===== src/rtl/bcd_mod_counter_if.sv =====
// bcd_mod_counter_if: control and data bundle for a packed-BCD modulo counter.
// Revision 1.0
`default_nettype none

interface bcd_mod_counter_if #(
  parameter int DIGITS = 2
) ();
  logic                  load;
  logic [4*DIGITS-1:0]   data;
  logic                  en;
  logic                  up;
  logic [4*DIGITS-1:0]   count;
  logic                  tc;
  logic                  load_err;

  modport master (
    output load, data, en, up,
    input  count, tc, load_err
  );

  modport slave (
    input  load, data, en, up,
    output count, tc, load_err
  );
endinterface

`default_nettype wire


===== src/rtl/bcd_mod_counter.sv =====
// bcd_mod_counter: up/down packed-BCD counter modulo MODULUS with checked load
// and a combinational terminal count for cascading. Revision 1.0
`default_nettype none

module bcd_mod_counter #(
  parameter int DIGITS  = 2,
  parameter int MODULUS = 24
) (
  input  wire logic            clk,
  input  wire logic            reset,
  bcd_mod_counter_if.slave     bus
);
  localparam int W = 4 * DIGITS;

  function automatic logic [15:0] to_bcd(input int value);
    int v;
    v      = value;
    to_bcd = '0;
    for (int i = 0; i < 4; i++) begin
      to_bcd[4*i +: 4] = 4'(v % 10);
      v = v / 10;
    end
  endfunction

  localparam logic [15:0]  MAX_BCD16 = to_bcd(MODULUS - 1);
  localparam logic [W-1:0] MAX_BCD   = MAX_BCD16[W-1:0];

  logic [W-1:0]      count_reg;
  logic              load_err_reg;
  logic [W-1:0]      inc_val;
  logic [W-1:0]      dec_val;
  logic              inc_carry;
  logic              dec_borrow;
  logic [DIGITS-1:0] digit_ok;
  logic              data_ok;
  logic              at_max;
  logic              at_zero;

  for (genvar g = 0; g < DIGITS; g++) begin : g_digit
    assign digit_ok[g] = (bus.data[4*g +: 4] <= 4'd9);
  end

  // Valid BCD orders the same as its binary value, so comparing against the
  // BCD constant is equivalent to data < MODULUS.
  assign data_ok = (&digit_ok) && (bus.data <= MAX_BCD);
  assign at_max  = (count_reg == MAX_BCD);
  assign at_zero = (count_reg == '0);

  always_comb begin
    inc_val    = count_reg;
    dec_val    = count_reg;
    inc_carry  = 1'b1;
    dec_borrow = 1'b1;
    for (int i = 0; i < DIGITS; i++) begin
      if (inc_carry) begin
        if (count_reg[4*i +: 4] == 4'd9) begin
          inc_val[4*i +: 4] = 4'd0;
        end else begin
          inc_val[4*i +: 4] = count_reg[4*i +: 4] + 4'd1;
          inc_carry         = 1'b0;
        end
      end
      if (dec_borrow) begin
        if (count_reg[4*i +: 4] == 4'd0) begin
          dec_val[4*i +: 4] = 4'd9;
        end else begin
          dec_val[4*i +: 4] = count_reg[4*i +: 4] - 4'd1;
          dec_borrow        = 1'b0;
        end
      end
    end
  end

  always_ff @(posedge clk) begin
    if (reset) begin
      count_reg    <= '0;
      load_err_reg <= 1'b0;
    end else if (bus.load) begin
      if (data_ok) begin
        count_reg    <= bus.data;
        load_err_reg <= 1'b0;
      end else begin
        load_err_reg <= 1'b1;
      end
    end else begin
      load_err_reg <= 1'b0;
      if (bus.en) begin
        if (bus.up) begin
          count_reg <= at_max ? '0 : inc_val;
        end else begin
          count_reg <= at_zero ? MAX_BCD : dec_val;
        end
      end
    end
  end

  // Unregistered so a following stage can use it directly as its enable.
  assign bus.tc       = bus.en & ((bus.up & at_max) | (~bus.up & at_zero));
  assign bus.count    = count_reg;
  assign bus.load_err = load_err_reg;
endmodule

`default_nettype wire


===== src/flat_wrapper.sv =====
// flat-port wrapper written by rule: the top's interface ports become plain ports
module bcd_mod_counter_flat 
#(
  parameter int DIGITS  = 2,
  parameter int MODULUS = 24
)
  (clk, reset, bus_load, bus_data, bus_en, bus_up, bus_count, bus_tc, bus_load_err);
  bcd_mod_counter_if #(.DIGITS(DIGITS)) bus_i ();
  input  wire logic clk;
  input  wire logic reset;
  input wire logic [$bits(bus_i.load)-1:0] bus_load;
  input wire logic [$bits(bus_i.data)-1:0] bus_data;
  input wire logic [$bits(bus_i.en)-1:0] bus_en;
  input wire logic [$bits(bus_i.up)-1:0] bus_up;
  output wire logic [$bits(bus_i.count)-1:0] bus_count;
  output wire logic [$bits(bus_i.tc)-1:0] bus_tc;
  output wire logic [$bits(bus_i.load_err)-1:0] bus_load_err;
  assign bus_i.load = bus_load;
  assign bus_i.data = bus_data;
  assign bus_i.en = bus_en;
  assign bus_i.up = bus_up;
  assign bus_count = bus_i.count;
  assign bus_tc = bus_i.tc;
  assign bus_load_err = bus_i.load_err;
  bcd_mod_counter #(.DIGITS(DIGITS), .MODULUS(MODULUS)) u_core (.clk(clk), .reset(reset), .bus(bus_i));
endmodule

===== config.mk =====
export PLATFORM = sky130hd
export DESIGN_NAME = bcd_mod_counter_flat
export DESIGN_NICKNAME = d
export VERILOG_FILES = /design/src/rtl/bcd_mod_counter_if.sv /design/src/rtl/bcd_mod_counter.sv /design/src/flat_wrapper.sv
export SDC_FILE = /design/constraint.sdc
export NUM_CORES = 1
export LEC_CHECK = 0
export ABC_AREA = 1
export BUFFER_PORTS_ARGS = -buffer_cell sky130_fd_sc_hd__buf_4
export CORE_MARGIN = 1
export CORE_UTILIZATION = 48
export CTS_CLUSTER_SIZE = 12
export DETAILED_ROUTE_END_ITERATION = 12
export PLACE_DENSITY = 0.84
export RECOVER_POWER = 100
export SLEW_MARGIN = 20
export SYNTH_ARGS = -nofsm -noshare
export SYNTH_HDL_FRONTEND = slang
export SYNTH_SLANG_ARGS = --single-unit

===== constraint.sdc =====
create_clock -name clk -period 1.3 [get_ports clk]
set_input_delay 0.195 -clock clk [delete_from_list [all_inputs] [get_ports clk]]
set_output_delay 0.195 -clock clk [all_outputs]
set_load 0.1 [all_outputs]

* Word-level counts from Yosys, hierarchy flattened
Cells that the tools add are included.
Storage, ports and cells: register bits after elaboration 9, bits of input ports 13, output and inout port bits 10, word-level logic and storage cells 46
Operators by class: $add $sub $neg 4, $lt $le $gt $ge 3, equality and inequality tests 5, muxes and demuxes 15, bitwise gates (word level) 6, reduce and logical (&&, ||, !) cells 10
Operators by type and width (number):
- two-way mux 8 bit | 6
- two-way mux 4 bit | 6
- adder 4 x 1 -> 4 bit, second input constant | 2
- == test 4 bit, second input constant | 2
- == test 8 x 6 -> 1 bit, second input constant | 1
- <= comparator 4 bit, second input constant | 2
- <= comparator 8 x 6 -> 1 bit, second input constant | 1
- zero test 4 bit | 2
- zero test 8 bit | 1
- subtractor 4 x 1 -> 4 bit, second input constant | 2
- != test 4 x 2 -> 1 bit, second input constant | 1
- AND reduction 2 bit | 2
- AND reduction 4 bit | 1
- nonzero test 4 bit | 1
- AND 1 bit | 3
- two-way mux 1 bit | 3
- != test 2 x 1 -> 1 bit, second input constant | 1
- inverter 1 bit | 2
- nonzero test 2 bit | 1
- OR reduction 2 bit | 1
- logical AND 1 bit | 1
- OR 1 bit | 1

* Depth between registers and ports, before layout
Gate-level depths: netlist of run 1.
word-level depth 7, gate-level depth with buffers 12, depth with buffers taken out 12

* Worst setup path before layout of run 1
Ideal clock, no wire load.
path kind reg-to-output, from register u_core.count_reg[0] (netlist: u_core.bus.count[0]), to output port bus_tc, data arrival time 2.944 ns, required time 1.105 ns, slack -1.839 ns, stages on the path, launching flop included 8, buffers on the path 0, path through dfxtp_1 ha_1 nand2_1 inv_1 nand3_4 nand2_1 nand2_1 nor2_1
On the way: cells in the longest elaborated chain, start to end 4, elaborated cells between the ends (all ways) 6, those cells by class eq/ne: 1; bitwise: 4; reduce/logical: 1
Ends and longest elaborated chain:
- start: declaration | RTL line bcd_mod_counter.sv:28 | logic [W-1:0] count_reg;
- start signal: assignment | RTL line bcd_mod_counter.sv:80 | count_reg <= bus.data;
- start signal: assignment | RTL line bcd_mod_counter.sv:89 | count_reg <= at_max ? '0 : inc_val;
- start signal: assignment | RTL line bcd_mod_counter.sv:91 | count_reg <= at_zero ? MAX_BCD : dec_val;
- == test 8 x 6 -> 1 bit or zero test 8 bit (tied branches) | RTL line bcd_mod_counter.sv:46, bcd_mod_counter.sv:47
- AND 1 bit | RTL line bcd_mod_counter.sv:98 | assign bus.tc = bus.en & ((bus.up & at_max) | (~bus.up & at_zero));
- OR 1 bit * | RTL line bcd_mod_counter.sv:98
- AND 1 bit * | RTL line bcd_mod_counter.sv:98
- end: declaration | RTL line flat_wrapper.sv:16 | output wire logic [$bits(bus_i.tc)-1:0] bus_tc;
Every way passes the cells marked *; elsewhere a longest branch is shown, timed or not.

* Worst setup path after layout of run 1
from register u_core.count_reg[1] (netlist: u_core.bus.count[1]), to output port bus_tc
The elaborated chain is that of the path after synthesis.

==> results.md, run 1 <==
- Status: finished with violations
- Failing checks: negative setup slack
- Switching share of power: 47.5%
- Synth Warn #: 0
- Average size of a mapped cell: 6.42 sq um
- VDD IR max: 0.888 mV
- Pre-Repair DR Iteration Count: 5
- Global-route wire length before repair: 4820 um
- Levels on crit path: 7
- Fin cells: 234
- Detail Placement HPWL: 2330 um
- Number of buffers created by CTS: 3
- Net switching power: 662 uW
- R2r setup slk: -0.19 ns
- Largest cells by area after synthesis: dfxtp_1, nand2_1, ha_1
- GRT overflow: 0
- Max Clk Rate: 618 MHz
- Core Box Area: 1960 sq um
- Post-synthesis sequential area ratio: 18.1%
- Pint: 732 uW
- Worst-path fanout max: 4
- Slew HR: 67.9%
- CTS Root Cell: clkbuf_4
- Cell Area, Synth: 995 sq um
- Starting density of the core: 50.7%
- CP required: 1.11 ns
- Clock-pin slew on the worst setup and hold paths: 0.06 ns
- Fraction of layout cells with a size suffix above 1: 52.2%
- RSZ-0062 raised after global routing: yes
- Area leader, netlist: dfxtp_1
- Hold bufs inserted after CTS: 0
- Clock sink count: 9
- Largest net degree at the start of global routing: 11
- DIE AREA: 2260 sq um
- Lkg Pwr: 0.000773 uW
- Tmin final: 1.62 ns
- H-tree depth: 1
- Critical path startpoint: u_core.bus.count[1]
- CP peak stage delay: 0.37 ns
- Max Slew Vio Count: 0
- Clock Path Buffers: 2
- Vias in the first global route: 1128
- Buffers and inverters on the worst path: 2
- TritonCTS clock tree: yes
- Sequential share of power: 23.5%
- Worst EP arrival: 1.42 ns
- Wirelength, routed: 3350 um
- R2r endpoint: u_core.bus.count[5]
- Crit path kind: reg -> out
- Hold Violations, Final: 0
- Power per cell area: 852 nW/um^2
- Num rows: 16
- Port Buffers: 22
- DRC: 0
- Number of synthesized register bits: 9
- Worst-path cell chain: inv_4, ha_4, nand2_4, nor2_4, nor2_4, nor2_4, buf_12
- Height of the chip: 47.5 um
- Period utilisation layout: 125%
- I/O pins: 23
- Global-route usage over all layers: 31.2%
- Die Width: 47.5 um
- Vias after detailed routing: 1279
- CP endpoint kind: output port
- Drt wl/cell: 14.3 um
- Max-cap violations: 0
- Cell family with most CP delay: simple AND/OR/NAND/NOR gates
- Hold Path Class: in -> reg
- Cell variety after synth: 25
- Antenna violations before repair: 0
- R2R cell count: 11
- Worst Tran Pin Value: 0.485 ns
- Layout area overhead: 64.5%
- Combinational power share: 60.8%
- # nets final: 229
- Syn_nets: 176
- R2r startpoint: u_core.bus.count[4]
- Clock power frac: 15.8%
- ANT nets after route: 0
- Max stage delay cell, worst path: dfxtp_4
- Hold depth: 2
- PnR Total Power: 1390 uW
- Iter 0 DRT Violations: 86
- Design Area, Final: 1640 sq um
- Crit path to: bus_tc
- Skew final: 0.00630 ns
- Cell count after placement: 224
- CP startpoint kind: register
- GPL Wtd Cong: 0.900
- Setup violators final: 10
- Vias/cell: 5.47
- Synth Instances: 155
- Filler instances: 118
- Placed Area: 1450 sq um
- Largest register FFs: 8
- Worst setup margin: -0.319 ns
- ANT cells: 0
- Post-synth top area share: 18.1%
- Worst-Skew Late Latency: 0.27 ns
- Most Frequent Cell on Critical Path: nor2_4
[metal layers]
metal / share of wire [%] / vias to the layer above / global-route usage (%)
met2: 49 / 84 / 52.1
li1: - / 612 / -
met3: 8.9 / 10 / 3.77
met1: 40 / 573 / 39.4
met4: 2.3 / 0 / 16.0
met5: 0 / - / 0
[power by group through the flow]
| stage | clock, uW | combinational, uW | sequential [uW] |
|---|---|---|---|
| global placement | 0 | 704 | 327 |
| finish | 220 | 847 | 327 |
| global route | 231 | 902 | 330 |
| detailed placement | 0 | 721 | 329 |
| floorplan | 0 | 332 | 500 |
| CTS | 222 | 799 | 326 |
[layout make-up]
type	count	area, sq um	area share [%]
Tap cell	27	33.8	2.06
Inverter	20	95.1	5.81
Multi-Input combinational cell	122	876	53.5
Clock buffer	4	26.3	1.61
Sequential cell	9	205	12.5
Timing Repair Buffer	52	400	24.5
[logic make-up (layout without fill, tap and decap cells)]
| group | after synthesis | after routing | synth area share, % |
|---|---|---|---|
| fa+ha+maj | 8 | 8 | 10.1 |
| xor+xnor | 4 | 4 | 3.52 |
| buf+inv | 24 | 76 | 13.5 |
| flops | 9 | 9 | 18.1 |
| simple gates | 88 | 88 | 43.0 |
| compound gates | 22 | 22 | 11.8 |
[what timing repair did]
action / CTS / global route
endpoints found under the setup margin: 9 / 11
pin swaps: 18 / 9
gates resized for setup: 22 / 13
buffers inserted: 4 / 3
[stage by stage]
stage | TNS [ns] | utilization, % | hold WS, ns | setup slack [ns]
final | -1.53 | 83.4 | 0.111 | -0.319
after global routing | -2.24 | 83.4 | 0.107 | -0.363
after CTS | -1.26 | 81.3 | 0.100 | -0.301
after detailed placement | -0.839 | 73.9 | 0.378 | -0.132
after global placement | -0.617 | 73.9 | 0.377 | -0.120
after floorplan | -1.91 | - | 0.254 | -0.456
[worst min-delay path by stage]
| stage | slack (ns) | startpoint | end |
|---|---|---|---|
| final | 0.11 | reset | u_core.bus.count[3] |
| after global routing | 0.11 | reset | u_core.bus.count[1] |
| after CTS | 0.10 | reset | u_core.bus.count[3] |
| after detailed placement | 0.38 | reset | u_core.bus.count[3] |
| after global placement | 0.38 | reset | u_core.bus.count[3] |
| after floorplan | 0.25 | reset | u_core.bus.count[1] |
[cells in the mapped netlist (all sizes together)]
cell type,number
clkbuf,2
buf,2
o21ai,9
nand4,8
a211oi,1
a21oi,10
xnor2,1
clkinv,1
o21a,1
a22oi,1
nand3,20
nand2,41
inv,19
xor2,3
dfxtp,9
or2,2
ha,8
nor2,17
[worst reg2reg max path, delay by kind of cell (launching register included)]
kind	cells	cell delay, ns
fa+ha+maj	1	0.13
flops	1	0.35
simple gates	5	0.36
compound gates	1	0.13
buf+inv	4	0.41
[layout by cell type (no fill, tap or decap), types with 2 or more instances in the layout]
| master | netlist | layout |
|---|---|---|
| nand2_1 | 38 | 30 |
| a21oi_1 | 10 | 5 |
| clkbuf_1 | 0 | 3 |
| nand4_1 | 8 | 8 |
| clkbuf_2 | 0 | 3 |
| a21oi_2 | 0 | 5 |
| nand3_2 | 0 | 6 |
| nand3_4 | 1 | 2 |
| buf_4 | 1 | 40 |
| buf_6 | 1 | 4 |
| nand3_1 | 19 | 12 |
| nand2_2 | 0 | 7 |
| nor2_4 | 1 | 5 |
| dfxtp_2 | 0 | 2 |
| nand2_4 | 3 | 4 |
| clkbuf_4 | 0 | 4 |
| inv_2 | 1 | 4 |
| nor2_1 | 14 | 12 |
| dfxtp_4 | 0 | 6 |
| inv_1 | 18 | 12 |
| inv_4 | 0 | 3 |
| o21ai_1 | 1 | 3 |
| xor2_1 | 3 | 3 |
| o21ai_0 | 8 | 5 |
| ha_4 | 0 | 6 |
Power figures use the tool's default switching activity.
==> inputs of run 2 (changes only) <==
Settings changed: CELL_PAD_IN_SITES_DETAIL_PLACEMENT set to 1, CELL_PAD_IN_SITES_GLOBAL_PLACEMENT set to 2, CORE_UTILIZATION 48 to 25, PLACE_DENSITY 0.84 to 0.83.
==> results.md, run 2 (synthesis gave the netlist of run 1 again) <==
- GPL Wtd Cong: 0.912 (+1.3%)
- RSZ-0062 raised after global routing: yes
- Power per cell area: 888 nW/um^2 (+4.3%)
- Commonest non-fill, non-tap cell in the layout: buf_4
- Tmin final: 1.58 ns (-0.0379 ns)
- Max Clk Rate: 632 MHz (+2.4%)
- ANT cells: 0 (unchanged)
- CP peak stage delay: 0.35 ns (-0.02 ns)
- Worst-path cell chain: inv_6, ha_4, nand2_2, inv_2, nand3_4, nand2_2, nand2_2, nor2_4, buf_12
- Commonest cells after routing, fill and taps aside: buf_4, nand2_1, inv_1, nand2_2, nor2_1
- Vias after detailed routing: 1234 (-3.5%)
- TritonCTS clock tree: yes
- Global-route wire length before repair: 6510 um (+35%)
- Global-route usage over all layers: 20.2% (-11 points)
- Final core utilization: 46.9% (-37 points)
- Filler instances: 470 (+300%)
- CP required: 1.11 ns (about the same)
- Period utilisation layout: 122% (-2.9 points)
- Most Frequent Cell on Critical Path: nand2_2
- Design Area, Final: 1750 sq um (+7.2%)
- ANT nets after route: 0 (unchanged)
- Largest register FFs: 8 (unchanged)
- Combinational power share: 57.3% (-3.5 points)
- Fin Hold WS: 0.143 ns (+0.0326 ns)
- Starting density of the core: 26.6% (-24 points)
- Crit path kind: reg -> out
- Lkg Pwr: 0.000804 uW (+4.0%)
- Setup violators final: 10 (unchanged)
- PnR Total Power: 1560 uW (+12%)
- Pre-Repair DR Iteration Count: 4 (-1)
- CP endpoint kind: output port
- Status: finished with violations
- Hold Violations, Final: 0 (unchanged)
- Wirelength, routed: 4020 um (+20%)
- I/O pins: 23 (unchanged)
- Vias in the first global route: 1354 (+20%)
- Placed Area: 1480 sq um (+2.3%)
- Clock-pin slew on the worst setup and hold paths: 0.05 ns (about the same)
- Drt wl/cell: 15.7 um (+9.7%)
- Number of buffers created by CTS: 3 (unchanged)
- Height of the chip: 65.1 um (+37%)
- Max Slew Vio Count: 0 (unchanged)
- Sequential share of power: 21.2% (-2.3 points)
- Worst EP arrival: 1.39 ns (-0.03 ns)
- CP startpoint kind: register
- VDD IR max: 0.584 mV (-34%)
- Vias/cell: 4.82 (-12%)
- Core Box Area: 3740 sq um (+91%)
- Pint: 846 uW (+15%)
- Switching share of power: 45.7% (-1.7 points)
- Pre-CTS setup slack: -0.174 ns (-0.0427 ns)
- Antenna violations before repair: 0 (unchanged)
- DRC: 0 (unchanged)
- Clock sink count: 9 (unchanged)
- Largest net degree at the start of global routing: 11 (unchanged)
- Worst-path fanout max: 3 (-1)
- Clock power frac: 21.5% (+5.7 points)
- DIE AREA: 4230 sq um (+88%)
- Iter 0 DRT Violations: 35 (-59%)
- Max stage delay cell, worst path: dfxtp_4
- Buffers and inverters on the worst path: 3 (+1)
- Num rows: 22 (+6)
- Net switching power: 713 uW (+7.7%)
- Port Buffers: 22 (unchanged)
- Skew final: 0.00343 ns (-0.00288 ns)
- Worst setup margin: -0.281 ns (+0.0379 ns)
- GRT overflow: 0 (unchanged)
- H-tree depth: 1 (unchanged)
- Hold Path Class: in -> reg
- Layout area overhead: 76.4%
- Detail Placement HPWL: 2940 um (+26%)
- CTS Root Cell: clkbuf_8
- Fraction of layout cells with a size suffix above 1: 59.6% (+7.4 points)
- Max-cap violations: 0 (unchanged)
- # nets final: 230 (+0.44%)
- Cell family with most CP delay: simple AND/OR/NAND/NOR gates
- Slew HR: 64.1% (-3.8 points)
- Clock Path Buffers: 2 (unchanged)
- R2r setup slk: -0.17 ns (+0.02 ns)
- Hold bufs inserted after CTS: 0 (unchanged)
- Failing checks: negative setup slack
- Die Width: 65.1 um (+37%)
- Worst-Skew Late Latency: 0.24 ns (-0.03 ns)
- Worst Tran Pin Value: 0.539 ns (+0.0539 ns)
==> run 2: cell types whose count changed in the layout (fill, tap and decap cells not counted), moves of 2 or more <==
cell | previous run | this run
a21oi_1 | 5 | 2
a21oi_2 | 5 | 8
buf_4 | 40 | 43
clkbuf_4 | 4 | 1
clkbuf_8 | 0 | 3
nand2_1 | 30 | 26
nand2_2 | 7 | 10
nand3_1 | 12 | 9
nand3_2 | 6 | 9
nor2_1 | 12 | 10
nor2_2 | 0 | 2
o21ai_0 | 5 | 3
o21ai_2 | 1 | 3
==> run 2: layer usage <==
layer	part of all wire [%]	global-route usage, %	vias to the layer above
met1	43	25.3	578
li1	-	-	618
met4	1.7	7.88	0
met3	4.1	1.41	7
met2	51	35.8	31
met5	0	0	-
==> run 2: per-stage QoR <==
stage          TNS [ns]  instances
4_1_cts           -1.33        256
3_5_place_dp      -1.11        246
3_3_place_gp     -0.837        246
5_1_grt           -1.82        256
2_1_floorplan     -1.91        155
6_report          -1.13        256
==> run 2: timing repair <==
action,in CTS,in global routing
endpoints found under the setup margin,9,9
gates resized for setup,33,21
pin swaps,23,14
setup buffers,7,2
==> run 2: power by group through the flow <==
stage | Sequential, uW | Clock (uW) | Combinational [uW]
6_report | 330 | 335 | 893
5_1_grt | 332 | 356 | 954
4_1_cts | 329 | 350 | 846
3_5_place_dp | 330 | 0 | 745
3_3_place_gp | 328 | 0 | 727
2_1_floorplan | 500 | 0 | 332
==> run 2: final timing paths <==
path                                     startpoint             endpoint  depth (start not counted)
worst max-delay path            u_core.bus.count[4]               bus_tc                          9
worst min-delay path                          reset  u_core.bus.count[3]                          2
worst max register to register  u_core.bus.count[5]  u_core.bus.count[5]                          8
worst min register to register  u_core.bus.count[0]  u_core.bus.count[0]                          2
==> run 2: area by class of cell <==
type,instances,area [sq um],share of cell area [%]
clock buffers,4,45.0,2.57
inverters,20,100,5.71
repair buffers,53,414,23.6
well taps,48,60.1,3.42
multi-input cells,122,930,53.0
flip-flops and latches,9,205,11.7
